**config.mk**
```make
export PLATFORM = sky130hd
export DESIGN_NAME = fpadd_phase1_seq
export DESIGN_NICKNAME = d
export VERILOG_FILES = /design/src/rtl/fpadd_ctrl_pkg.sv /design/src/rtl/phase1_op_counter.sv /design/src/rtl/fpadd_phase1_seq.sv
export SDC_FILE = /design/constraint.sdc
export NUM_CORES = 1
export LEC_CHECK = 0
export ABC_AREA = 1
export BUFFER_PORTS_ARGS = -buffer_cell sky130_fd_sc_hd__buf_2
export CAP_MARGIN = 20
export CORE_AREA = 2 2 39 41
export DETAILED_ROUTE_END_ITERATION = 6
export DIE_AREA = 0 0 41 43
export PLACE_DENSITY_LB_ADDON = 0.3
export SLEW_MARGIN = 40
export SYNTH_ARGS = -nofsm -noshare
export SYNTH_HDL_FRONTEND = slang
export SYNTH_HIERARCHICAL = 1
export SYNTH_SLANG_ARGS = --single-unit
export TNS_END_PERCENT = 20
```
**constraint.sdc**
```tcl
create_clock -name clk -period 1.5 [get_ports clk]
set_clock_uncertainty 0.1 [all_clocks]
set_input_delay 0 -clock clk [delete_from_list [all_inputs] [get_ports clk]]
set_output_delay 0 -clock clk [all_outputs]
set_load 0.1 [all_outputs]
```
**src/rtl/fpadd_ctrl_pkg.sv**
```systemverilog
// Shared types and defaults for the FP adder first-phase sequencer.
// The state encoding is fixed so external debug probes can decode it.
package fpadd_ctrl_pkg;

  typedef enum logic [2:0] {
    ST_IDLE = 3'd0,
    ST_LOAD = 3'd1,
    ST_CMP  = 3'd2,
    ST_SEL  = 3'd3,
    ST_DONE = 3'd4
  } state_t;

  localparam int CNT_W_DEF = 16;

endpackage

```
**src/rtl/phase1_op_counter.sv**
```systemverilog
// Wrapping counter of completed first-phase operations.
// The counter is cleared only by the asynchronous reset.
module phase1_op_counter
  import fpadd_ctrl_pkg::*;
#(
  parameter int CNT_W = CNT_W_DEF
) (
  input  logic             clk,
  input  logic             rst,
  input  logic             inc,
  output logic [CNT_W-1:0] cnt
);

  logic [CNT_W-1:0] cnt_reg;

  always_ff @(posedge clk or negedge rst) begin
    if (!rst) begin
      cnt_reg <= '0;
    end else if (inc) begin
      cnt_reg <= cnt_reg + CNT_W'(1);
    end
  end

  assign cnt = cnt_reg;

endmodule

```
**src/rtl/fpadd_phase1_seq.sv**
```systemverilog
// First-phase control FSM of the FP adder: load, compare, select, then hold the result.
// Define PHASE1_OP_COUNT_EN to add the op_cnt completed-operation counter.
module fpadd_phase1_seq
  import fpadd_ctrl_pkg::*;
#(
  parameter int CNT_W = CNT_W_DEF
) (
  input  logic             clk,
  input  logic             rst,
  input  logic             beg_fsm,
  input  logic             ack_fsm,
  input  logic             clr,
  output logic             ctrl_a,
  output logic             ctrl_b,
  output logic             ctrl_c,
  output logic             busy,
  output logic             ready
`ifdef PHASE1_OP_COUNT_EN
  ,
  output logic [CNT_W-1:0] op_cnt
`endif
);

  if (CNT_W < 1) begin : g_cnt_w_check
    $error("CNT_W must be at least 1");
  end

  state_t state_reg;
  state_t state_next;

  always_ff @(posedge clk or negedge rst) begin
    if (!rst) begin
      state_reg <= ST_IDLE;
    end else begin
      state_reg <= state_next;
    end
  end

  // clr wins over everything; unknown encodings fall back to IDLE.
  always_comb begin
    state_next = ST_IDLE;
    if (!clr) begin
      case (state_reg)
        ST_IDLE: state_next = beg_fsm ? ST_LOAD : ST_IDLE;
        ST_LOAD: state_next = ST_CMP;
        ST_CMP:  state_next = ST_SEL;
        ST_SEL:  state_next = ST_DONE;
        ST_DONE: begin
          if (ack_fsm) begin
            state_next = beg_fsm ? ST_LOAD : ST_IDLE;
          end else begin
            state_next = ST_DONE;
          end
        end
        default: state_next = ST_IDLE;
      endcase
    end
  end

  always_comb begin
    ctrl_a = 1'b0;
    ctrl_b = 1'b0;
    ctrl_c = 1'b0;
    busy   = 1'b0;
    ready  = 1'b0;
    case (state_reg)
      ST_LOAD: begin
        ctrl_a = 1'b1;
        busy   = 1'b1;
      end
      ST_CMP: begin
        ctrl_b = 1'b1;
        busy   = 1'b1;
      end
      ST_SEL: begin
        ctrl_c = 1'b1;
        busy   = 1'b1;
      end
      ST_DONE: ready = 1'b1;
      default: ;
    endcase
  end

`ifdef PHASE1_OP_COUNT_EN
  logic done_exit;

  // An abort in DONE leaves without completing, so it is not counted.
  assign done_exit = (state_reg == ST_DONE) && ack_fsm && !clr;

  phase1_op_counter #(
    .CNT_W(CNT_W)
  ) u_op_counter (
    .clk(clk),
    .rst(rst),
    .inc(done_exit),
    .cnt(op_cnt)
  );
`endif

endmodule

```
[After elaboration in Yosys (flattened, before gate mapping)]
Cells that the tools add are included.
Word-level totals
  register bits after elaboration: 3
  latch bits: 0
  memory bits (writable): 0
  bits in read-only memories: 0
  bits of input ports: 5
  output and inout port bits: 5
  word-level logic and storage cells: 16
  memories kept: 0
Cells by class
  add/sub/neg operators: 0
  multipliers: 0
  divide/modulo/power cells: 0
  magnitude comparators: 0
  equality and inequality tests: 4
  shift-type cells: 0
  multiplexer cells: 9
  bitwise gates (word level): 0
  reduce and logical (&&, ||, !) cells: 2
Operators with widths (number)
  case mux 3 bit (5 select lines): 1
  equality test 3 x 2 -> 1 bit, second input constant: 2
  two-way mux 1 bit: 6
  two-way mux 3 bit: 2
  equality test 3 x 1 -> 1 bit, second input constant: 1
  equality test 3 bit, second input constant: 1
  zero test 3 bit: 1
  OR reduction 3 bit: 1

[Longest topological paths before layout]
  depth after elaboration: 4
  depth in mapped cells: 4
  mapped depth without buffers: 4

[Worst setup path after synthesis]
No wires, ideal clock.
  kind: register to output
  start point: register state_reg[1]
  end point: output ready
  data arrival time: 2.491 ns
  data required time: 1.400 ns
  setup slack: -1.091 ns
  stages on the path, launching flop included: 2
  buffers on the path: 0
  cell sequence: dfrtp_1 > nor3_1
Between the ends
  longest elaborated chain between the ends: 2
RTL lines
  start: declaration: line fpadd_phase1_seq.sv:28  | state_t state_reg;
  start signal: assignment: line fpadd_phase1_seq.sv:35  | state_reg <= state_next;
  equality test 3 bit: line fpadd_phase1_seq.sv:66  | case (state_reg)
  two-way mux 1 bit: line fpadd_phase1_seq.sv:66
  end: declaration: line fpadd_phase1_seq.sv:17  | output logic ready
No other way between the ends.

[Final worst setup path]
Same ends and word-level chain as after synthesis.

==> results.md <==
- Status: completed
- Final Max Slew Viols: 0
- Fin util: 25.59%
- GRT Residual Overflow: 0
- Post-synth EDFFs: 0
- Sequential power share: 23.3%
- Final worst-path cycle share: 91.18%
- CP Launch Type: flip-flop
- Die ar.: 1763 um^2
- Peak supply drop: 0.2038 mV
- Worst EP arrival: 1.27 ns
- Sink Count: 3
- CTS tree: yes
- Combinational power share: 43.2%
- Die H: 43 um
- Clock Pin Slew Worst Setup and Hold Paths: 0.04 ns
- Vias in the first global route: 211
- H-tree Lvls: 1
- Vias: 196
- Design area: 354.1 um^2
- WL per Instance: 7.411 um
- Largest register FFs: 3
- Worst Hold Class: primary input to flip-flop
- Pleak: 0.1859 nW
- Pin count of the biggest net entering global routing: 6
- Synth Flop Type: dfrtp_1
- Die width: 41 um
- Area Overhead vs Synth: 121.1%
- Synth cell types: 8
- Placed cell areas: 277.8 um^2
- Post-cts repair resize count: 0
- Yosys reg bits: 3
- Site Rows: 14
- GRT Util Overall: 7.251%
- Pwr Density: 1190 nW/um^2
- Antenna cells: 0
- Post-route ant nets: 0
- P_int: 0.2429 mW
- Vias/cell: 3.500
- CTS root buffer: clkbuf_4
- DR DRC count: 0
- Hold Fails Final Rpt: 0
- Drt total wl: 415 um
- Post-synthesis net count: 27
- I/O Buffers: 9
- Largest area contributor in the netlist: dfrtp_1
- Pre-antenna DRT Iters: 2
- Initial antenna violation count: 0
- Share of cells above drive strength 1: 37.50%
- Sequential share of the synthesized area: 46.88%
- First-pass GRT wire length: 765 um
- Unrepaired setup endpoints after global routing: no
- Synth warn: 6
- Clk_lat worst skew: 0.23 ns
- IO Count: 10
- Gpl congestion: 0.6262
- Core ar.: 1384 um^2
- Worst endpoint required time: 1.40 ns
- Critical-path maximum fanout: 5
- Tmin final: 1.368 ns
- # Max-Cap Violations: 0
- Deepest clock path buffer count: 2
- Largest cells by area after synthesis: dfrtp_1, inv_1, nand3_1
- Share of flip-flops with an asynchronous set or reset: 100.0%
- Sw Ratio: 42.37%
- Setup violators final: 0
- Max_slew headroom: 68.01%
- Top cells by count, synth: inv_1, nand3_1, a21oi_1, dfrtp_1
- Sw Pwr: 0.1786 mW
- Initial core utilization: 11.57%
- Detailed placement HPWL: 316.9 um
- Top cell type's share of synthesized area: 46.88%
- Most frequent cell after synthesis: inv_1
- Num CTS Buffers: 3
- Nets: 46
- Gate Count Post-Synth: 22
- F_max: 0.7312 GHz
- Synth Area per Inst: 7.280 um^2
- Setup CP Type: flip-flop to primary output
- DRT iter0 DRCs: 3
- Fin Setup TNS: 0 ns
- Worst-Margin Slew: 0.4832 ns
- Crit path capture type: primary output
- Clock power share: 33.5%
- Synthesized cell area: 160.2 um^2
## final timing paths
kind	start	to	slack (ns)	cells past startpoint
setup / recovery	state_reg[1]	ready	0.13	2
hold / removal	clr	state_reg[0]	0.39	3
setup reg to reg	state_reg[1]	state_reg[0]	0.49	3
hold reg to reg	state_reg[2]	state_reg[2]	0.50	2
max in group asynchronous	rst	state_reg[1]	0.61	3
min in group asynchronous	rst	state_reg[0]	0.54	3
## power by group through the flow
stage | logic [mW] | clock network [mW] | registers [mW]
after floorplan | 0.124 | 0 | 0.0977
after global placement | 0.175 | 0 | 0.0987
after detailed placement | 0.174 | 0 | 0.0993
after CTS | 0.184 | 0.151 | 0.0982
after global routing | 0.191 | 0.159 | 0.101
final | 0.182 | 0.141 | 0.0982
## routing by layer
layer  wire, um  up-vias  track usage, %
li1           -      103               -
met1        150       89           6.494
met2        241        4           9.688
met3         23        0           7.853
met4          0        0           4.000
met5          0        -               0
## worst max-delay path: stages (launching register included)
cell and delay, ns:
dfrtp_1 0.42, nor3_2 0.18, buf_2 0.44
## cells by family after synthesis
group | Yosys count | share of synthesized area [%]
DFF | 3 | 46.87
and+or+nand+nor | 9 | 27.34
buffers and inverters | 7 | 16.41
AOI/OAI and AO/OA | 3 | 9.372
## what timing repair did
item | in CTS | in global routing
hold endpoints to repair | 6 | 0
hold buffers | 5 | 0
setup buffers | 0 | 0
## placed cells by master (no fill, tap or decap), drive strengths merged
| master | count |
|---|---|
| a21oi | 3 |
| buf | 9 |
| clkbuf | 4 |
| dfrtp | 3 |
| dlygate4sd3 | 5 |
| inv | 7 |
| nand2 | 1 |
| nand3 | 5 |
| nor2 | 2 |
| nor3 | 1 |
## cell type report
cell class / instances / area [um^2]
well taps: 16 / 20.02
repair buffers: 14 / 140.1
fillers: 165 / 1030
clock buffers: 4 / 26.28
inverters: 7 / 26.28
flip-flops and latches: 3 / 75.07
multi-input cells: 12 / 66.31
## through the flow
| stage | hold slack (ns) | total power, mW | cells | setup WS, ns |
|---|---|---|---|---|
| after floorplan | -0.3956 | 0.2212 | 22 | -0.2465 |
| after global placement | -0.2996 | 0.2732 | 47 | 0.3871 |
| after detailed placement | -0.2984 | 0.2731 | 47 | 0.3682 |
| after CTS | 0.3850 | 0.4333 | 56 | 0.1132 |
| after global routing | 0.4128 | 0.4500 | 56 | 0.06030 |
| final | 0.3858 | 0.4215 | 56 | 0.1323 |
No activity file was read; power rests on OpenSTA's default activity.
